<file path="src/rtl/i2s_pkg.sv">
// Shared definitions for the I2S transmitter and the planned receiver:
// framing mode encodings and an elaboration-time clog2 helper.
package i2s_pkg;

  localparam bit MODE_LJ      = 1'b0;
  localparam bit MODE_PHILIPS = 1'b1;

  // Smallest n with 2**n >= value; returns 0 for value <= 1.
  function automatic int clog2(input int value);
    int result;
    result = 0;
    for (int i = 0; i < 31; i++) begin
      if ((1 << i) < value) result = i + 1;
    end
    return result;
  endfunction

endpackage

</file>
<file path="src/rtl/i2s_bck_gen.sv">
// Bit-clock generator: divides the system clock into BCK and flags the
// cycle in which BCK is about to fall, so that serial state moves on that edge.
module i2s_bck_gen
  import i2s_pkg::*;
#(
  parameter int BCK_HALF = 2
) (
  input  logic clock,
  input  logic reset,
  output logic bck,
  output logic fall
);

  localparam int              DIV_W    = clog2(BCK_HALF) + 1;
  localparam logic [DIV_W-1:0] DIV_LAST = DIV_W'(BCK_HALF - 1);

  logic [DIV_W-1:0] div_cnt;
  logic             wrap;

  assign wrap = (div_cnt == DIV_LAST);
  assign fall = wrap & bck;

  // NOTE: sequential state uses non-blocking assignments so every register
  // samples its inputs from before the edge, independent of statement order.
  always_ff @(posedge clock) begin
    if (!reset) begin
      div_cnt <= '0;
      bck     <= 1'b0;
    end else if (wrap) begin
      div_cnt <= '0;
      bck     <= ~bck;
    end else begin
      div_cnt <= div_cnt + DIV_W'(1);
    end
  end

endmodule

</file>
<file path="src/rtl/i2s_tx_stereo.sv">
// Stereo I2S / left-justified master transmitter with a one-frame holding
// buffer, zero-padded slots and selectable underrun behaviour.
module i2s_tx_stereo
  import i2s_pkg::*;
#(
  parameter int DATA_WIDTH      = 24,
  parameter int SLOT_WIDTH      = 32,
  parameter int BCK_HALF        = 2,
  parameter bit MODE_I2S        = MODE_PHILIPS,
  parameter bit UNDERRUN_REPEAT = 1'b0
) (
  input  logic                  clock,
  input  logic                  reset,
  input  logic [DATA_WIDTH-1:0] s_left,
  input  logic [DATA_WIDTH-1:0] s_right,
  input  logic                  s_valid,
  output logic                  s_ready,
  output logic                  bck,
  output logic                  lrck,
  output logic                  dat,
  output logic                  frame_start,
  output logic                  underrun
);

  localparam int CNT_W = (clog2(SLOT_WIDTH) > 0) ? clog2(SLOT_WIDTH) : 1;
  localparam logic [CNT_W-1:0] SLOT_LAST = CNT_W'(SLOT_WIDTH - 1);
  localparam int PAD = SLOT_WIDTH - DATA_WIDTH;

  logic                  fall;
  logic                  slot_end;
  logic                  frame_edge;
  logic [CNT_W-1:0]      bit_cnt;
  logic [SLOT_WIDTH-1:0] shifter;
  logic                  dat_q;
  logic                  hold_full;
  logic [DATA_WIDTH-1:0] hold_l, hold_r;
  logic [DATA_WIDTH-1:0] act_l, act_r;
  logic [DATA_WIDTH-1:0] next_l, next_r;

  function automatic logic [SLOT_WIDTH-1:0] align(input logic [DATA_WIDTH-1:0] word);
    return SLOT_WIDTH'(word) << PAD;
  endfunction

  i2s_bck_gen #(
    .BCK_HALF(BCK_HALF)
  ) u_bck_gen (
    .clock(clock),
    .reset(reset),
    .bck  (bck),
    .fall (fall)
  );

  assign slot_end   = (bit_cnt == SLOT_LAST);
  // A slot boundary while lrck is high starts the next (left) frame.
  assign frame_edge = fall & slot_end & lrck;

  // NOTE: every variable gets a default before the branches so the block
  // stays purely combinational.
  always_comb begin
    next_l = '0;
    next_r = '0;
    if (hold_full) begin
      next_l = hold_l;
      next_r = hold_r;
    end else if (UNDERRUN_REPEAT) begin
      next_l = act_l;
      next_r = act_r;
    end
  end

  always_ff @(posedge clock) begin
    if (!reset) begin
      lrck      <= 1'b1;
      bit_cnt   <= SLOT_LAST;
      shifter   <= '0;
      dat_q     <= 1'b0;
      hold_full <= 1'b0;
      hold_l    <= '0;
      hold_r    <= '0;
      act_l     <= '0;
      act_r     <= '0;
    end else begin
      if (s_valid && !hold_full) begin
        hold_l    <= s_left;
        hold_r    <= s_right;
        hold_full <= 1'b1;
      end
      if (fall) begin
        dat_q <= shifter[SLOT_WIDTH-1];
        if (slot_end) begin
          bit_cnt <= '0;
          lrck    <= ~lrck;
          if (lrck) begin
            act_l   <= next_l;
            act_r   <= next_r;
            shifter <= align(next_l);
            // Only drain a full buffer; an empty one may be filling this cycle.
            if (hold_full) hold_full <= 1'b0;
          end else begin
            shifter <= align(act_r);
          end
        end else begin
          bit_cnt <= bit_cnt + CNT_W'(1);
          shifter <= shifter << 1;
        end
      end
    end
  end

  assign s_ready     = ~hold_full;
  assign dat         = (MODE_I2S == MODE_PHILIPS) ? dat_q : shifter[SLOT_WIDTH-1];
  assign frame_start = frame_edge & reset;
  assign underrun    = frame_edge & reset & ~hold_full;

endmodule

</file>
<file path="config.mk">
export PLATFORM = sky130hd
export DESIGN_NAME = i2s_tx_stereo
export DESIGN_NICKNAME = d
export VERILOG_FILES = /design/src/rtl/i2s_pkg.sv /design/src/rtl/i2s_bck_gen.sv /design/src/rtl/i2s_tx_stereo.sv
export SDC_FILE = /design/constraint.sdc
export NUM_CORES = 1
export LEC_CHECK = 0
export ABC_AREA = 1
export ABC_CLOCK_PERIOD_IN_PS = 2000
export BUFFER_PORTS_ARGS = -buffer_cell sky130_fd_sc_hd__buf_2
export CAP_MARGIN = 20
export CORE_AREA = 2 2 95 97
export CTS_CLUSTER_SIZE = 10
export DETAILED_ROUTE_END_ITERATION = 10
export DIE_AREA = 0 0 97 99
export PLACE_DENSITY = 0.74
export SKIP_CTS_REPAIR_TIMING = 1
export SYNTH_ARGS = -nofsm -noshare
export SYNTH_HDL_FRONTEND = slang
export SYNTH_SLANG_ARGS = --single-unit
</file>
<file path="constraint.sdc">
create_clock -name clock -period 2 [get_ports clock]
set_input_delay 0.4 -clock clock [delete_from_list [all_inputs] [get_ports clock]]
set_output_delay 0.4 -clock clock [all_outputs]
set_load 0.02 [all_outputs]
</file>
Word-level counts from Yosys, hierarchy flattened

Cells that the tools add are included.

Output and inout bits: 6
Bits in registers: 115
Logic and storage cells: 38

Equality and inequality tests: 2
Reductions and logical operators: 5
Bitwise operators: 9
$add $sub $neg: 2
Multiplexer cells: 10

Operator list:

| cell                                                                   | number |
|---|---|
| 32-bit two-way mux                                                     | 2 |
| 24-bit two-way mux                                                     | 2 |
| 5-bit by 1-bit adder with 5-bit output (second input constant)         | 1 |
| 1-bit bitwise AND                                                      | 5 |
| 5-bit equality test (second input constant)                            | 1 |
| 1-bit two-way mux                                                      | 5 |
| 5-bit two-way mux                                                      | 1 |
| 1-bit inverter                                                         | 4 |
| 3-bit AND reduction                                                    | 1 |
| 2-bit by 1-bit adder with 2-bit output (second input constant)         | 1 |
| 2-bit by 1-bit equality test with 1-bit output (second input constant) | 1 |
| 2-bit AND reduction                                                    | 1 |
| 2-bit OR reduction                                                     | 1 |
| 1-bit logical AND                                                      | 1 |
| 1-bit logical NOT                                                      | 1 |

Logic depth before layout (Yosys ltp)

Word-level depth: 7
Mapped depth: 10
Gate-level depth less buffers: 9

Cells and area by module

Synthesis repeated with hierarchy kept, for this count alone.

Cell total of the unflattened synthesis: 591
Area total of the unflattened synthesis: 4389.2 µm²

Modules (own cells, without submodules):

| module        | times used | area each (µm²) | cells each | sequential area each (µm²) |
|---|---|---|---|---|
| i2s_tx_stereo | 1          | 4277.9          | 578        | 2082.0 |
| i2s_bck_gen   | 1          | 111.4           | 13         | 60.1 |

Worst setup path after synthesis

No wires, ideal clock.

Path kind: reg2out
From: register bit_cnt[0]
To: output port underrun
Arrival: 1.814 ns
Slack: -0.214 ns
Buffers on the path: 1
Required time: 1.600 ns
Cell stages (with the launch flop): 10
Cell sequence: dfxtp_1 ha_1 nand2_1 nor2_1 ha_1 inv_2 nor2_8 nand2_2 buf_2 nor3_2

Cells in the longest elaborated chain, start to end: 5

RTL lines:

| item                           | line                 | source |
|---|---|---|
| start, declared                | i2s_tx_stereo.sv:32  | `logic [CNT_W-1:0] bit_cnt;` |
| start signal, assigned         | i2s_tx_stereo.sv:103 | `bit_cnt <= bit_cnt + CNT_W'(1);` |
| 5-bit equality test            | i2s_tx_stereo.sv:53  | `assign slot_end = (bit_cnt == SLOT_LAST);` |
| 1-bit bitwise AND (2 in a row) | i2s_tx_stereo.sv:55  | `assign frame_edge = fall & slot_end & lrck;` |
| 1-bit bitwise AND (2 in a row) | i2s_tx_stereo.sv:113 | `assign underrun = frame_edge & reset & ~hold_full;` |
| end, declared                  | i2s_tx_stereo.sv:22  | `output logic underrun` |

Every way passes these cells.

Worst setup path after layout

Same ends and word-level chain as after synthesis.

==> impl_summary.txt <==
----------------------------------------------------
[Run status]
  Outcome ... complete, but fails checks
  Violations in the final reports ... setup timing

[Power and ir drop]
  Lkg Pwr ... 0.00199 uW
  P_int ... 3040 uW
  Relative contribution of sequential cells to total power ... 0.546
  Switching power share of the total ... 0.282
  Worst voltage drop across the vdd grid ... 0.389 mV
  Proportion of power drawn by the clock network ... 0.297
  Switching power of the nets ... 1190 uW
  Combinational Power Share ... 0.158
  Power density normalized to cell area ... 862 mW/mm^2

[Synthesis]
  Cell types occupying the most area after synthesis ... dfxtp_1 (50%), nand2_1 (11%), nor2_1 (9.1%)
  Async set-or-reset flop fraction in the synthesized netlist ... 0
  Leading register cell type out of synthesis ... dfxtp_1
  Most frequent cells after synthesis ... nand2_1 (126), dfxtp_1 (107), nor2_1 (104)
  Number of nets in the synthesized netlist ... 638
  Dominant combinational cell family by area after synthesis ... simple AND/OR/NAND/NOR gates
  Adder and majority cell fraction of the synthesized area ... 0.00876
  Distinct cell type count after synthesis ... 25
  Largest area contributor in the synthesized netlist ... dfxtp_1
  Multiplexer fraction of the synthesized cell area ... 0
  Post-synthesis instance area ... 0.00428 mm^2
  Parity-gate share of the synthesized area counting xor and xnor cells ... 0
  Flops & latches, synth ... 107
  Number of flops mapped to enable cells by yosys ... 0
  Simple-gate share of the synthesized area ... 0.302
  Complex-gate fraction of the synthesized area ... 0.134
  Cell with the most instances after synthesis ... nand2_1
  Total of warnings raised by yosys ... 0
  Fraction of synthesized cell area taken by the top area cell type ... 0.500
  Synthesized instance count ... 584
  Mean cell area of the mapped netlist ... 7.34 um^2
  Share of the yosys chip area belonging to registers ... 0.500

[Timing]
  Setup repair after global routing missed its margin ... yes
  Maximum clock frequency ... 463 MHz
  Time the worst path needs with I/O delays and setup ... 2.16 ns
  Fin worst setup slack ... -0.159 ns
  Slew Limit Fails ... 0
  Final cycle utilization of the critical path ... 1.08
  Final hold violation count ... 0
  Final sum of negative setup slack ... -0.308 ns
  Worst slew margin relative to its limit ... 0.673
  Final setup violation count ... 2
  Setup Skew ... 0.00850 ns
  Actual slew at the worst max-slew pin ... 0.490 ns

[Clocking]
  Clock tree from TritonCTS ... yes
  Clock sink total ... 107
  Source-to-sink clock delay at the later pin of the worst-skew pair ... 0.36 ns
  Clk root buf ... clkbuf_8
  Maximum clock path buffer count ... 2
  CTS Buf Count ... 9
  H-tree levels ... 3
  Clock-pin slew on the worst setup and hold paths ... 0.09 ns

[Critical path]
  Launching element type of the critical path ... flip-flop
  Maximum single-stage delay on the critical path ... 0.39 ns
  Critical path buffer and inverter count ... 2
  Data arrival time at the worst-slack endpoint ... 1.76 ns
  Kind of cell adding the most delay to the critical path ... simple AND/OR/NAND/NOR gates
  Crit. End Element ... output pin
  Stages on worst setup path ... 9
  Logic depth of the worst register-to-register path ... 9
  Required time of the worst setup path ... 1.60 ns
  Start-to-end type of the worst setup path ... flip-flop to output pin
  List of cells traversed by the critical path ... ha_4 -> nand2_2 -> nor2_2 -> ha_2 -> inv_4 -> nor2_8 -> nand2_8 -> nor3_4 -> buf_6
  Critical-path cell with the highest stage delay ... dfxtp_4
  Startpoint of the most critical setup path ... bit_cnt[0]
  Critical path peak fanout ... 5
  Worst reg2reg path startpoint ... bit_cnt[0]

[Die]
  Initial Util ... 0.501
  # IOs ... 57
  Core Footprint ... 0.00855 mm^2
  Number of rows in the core area ... 34
  Total Die Area ... 0.00960 mm^2
  Chip Width ... 97 um
  Chip height ... 99 um

[Global routing]
  Maximum number of pins on one net before global-route repair ... 57
  Gr usage total ... 0.208
  Initial antenna violation count ... 0
  Vias in the first global route ... 3586
  Total overflow reported by the global router ... 0
  First-pass GRT wire length ... 16.7 mm

[Placed design]
  Port-buffer cells ... 56
  Cells after DPL ... 724
  DPL Wire Length ... 6.38 mm
  Final GP Congestion ... 0.885

[Layout]
  Filler-free cell count of the finished design ... 741
  Filler Cell Count ... 818
  Net count reported at finish ... 683
  Number of diodes ... 0
  Layout cells sized above 1 ... 0.166
  Post-synthesis to final-layout area growth ... 14.7%

[Routing]
  First-pass DRT Iterations ... 5
  Routed vias ... 3839
  Remaining number of nets flagged by the antenna check after routing ... 0
  DRC violations left ... 0
  Starting DRC count in detailed routing ... 192
  Per-cell via count in the routed design ... 5.18
  Sum of routed wire length over all layers ... 9.67 mm
  Wire length per cell ... 13.1 um

[Hold path]
  Launch point of the worst hold path ... s_left[3]
  Type of the most critical hold path ... input pin to flip-flop
  Cell depth of the worst min-delay path ... 3

[Run]
  Max-cap violations ... 0

----------------------------------------------------
==> per-stage QoR <==
stage          hold WS (ns)  setup slack [ns]   util  instance area [um^2]  power (uW)
2_1_floorplan         0.404            0.0192      -                  4320        2800
3_3_place_gp          0.411             0.128  0.547                  4680        2990
3_5_place_dp          0.424            0.0981  0.547                  4680        3020
4_1_cts               0.276            -0.303  0.568                  4860        4250
5_1_grt               0.296            -0.251  0.575                  4910        4440
6_report              0.283            -0.159  0.575                  4910        4230
==> flip-flops by register name, summed over array words and instances, names as in the netlist <==
| register | flops |
|---|---|
| bit_cnt | 5 |
| u_bck_gen.div_cnt | 2 |
| hold_l | 24 |
| hold_full | 1 |
| shifter | 24 |
| dat | 1 |
| lrck | 1 |
| u_bck_gen.bck | 1 |
| hold_r | 24 |
| act_r | 24 |
==> cell usage in the layout, fill, tap and decap left out, drive strengths merged <==
cell / count
clkbuf: 10
nand2: 128
ha: 3
nand4: 19
o22a: 2
clkinv: 2
a21oi: 32
o21ai: 76
bufinv: 1
clkinvlp: 2
nand3: 47
inv: 15
nor2: 106
and2: 3
nor3: 3
buf: 75
dfxtp: 107
o21bai: 1
o31ai: 1
==> layer usage <==
metal | vias to the layer above | global-route usage | part of all wire
met3 | 10 | 0.0426 | 0.068
met4 | 0 | 0.0542 | 0.011
li1 | 2004 | - | -
met1 | 1720 | 0.281 | 0.47
met5 | - | 0 | 0
met2 | 105 | 0.341 | 0.46
==> power by group through the flow <==
| stage | Sequential, uW | Combinational [uW] | Clock [uW] |
|---|---|---|---|
| 2_1_floorplan | 2340 | 456 | 0 |
| 3_3_place_gp | 2360 | 638 | 0 |
| 3_5_place_dp | 2360 | 658 | 0 |
| 4_1_cts | 2310 | 660 | 1280 |
| 5_1_grt | 2330 | 754 | 1360 |
| 6_report | 2310 | 668 | 1260 |
==> final timing paths <==
check / endpoint / slack [ns]
worst min register to register: u_bck_gen.div_cnt[0] / 0.44
worst max-delay path: underrun / -0.16
worst max register to register: act_r[7] / 0.16
worst min-delay path: hold_l[3] / 0.28
==> cell type report <==
| type | count | area [um^2] | area share |
|---|---|---|---|
| clock inverter | 5 | 55.1 | 0.0112 |
| timing repair buffer | 75 | 435 | 0.0886 |
| clock buffer | 10 | 128 | 0.0260 |
| sequential | 107 | 2150 | 0.437 |
| inverter | 15 | 58.8 | 0.0120 |
| tap | 108 | 135 | 0.0275 |
| multi-input combinational | 421 | 1950 | 0.397 |
==> worst register-to-register path, cell delays in order (launching register included) <==
cell and delay, ns:
dfxtp_4 0.39, ha_4 0.15, nand2_2 0.06, nor2_2 0.08
ha_2 0.20, inv_4 0.05, nor2_8 0.11, buf_4 0.41
nand3_1 0.15, a21oi_1 0.18
==> cell families (layout without fill, tap and decap cells) <==
family / Yosys count / after routing
compound gates: 112 / 112
fa+ha+maj: 3 / 3
buf+inv: 56 / 105
flops: 107 / 107
simple gates: 306 / 306
Power figures use the tool's default switching activity.
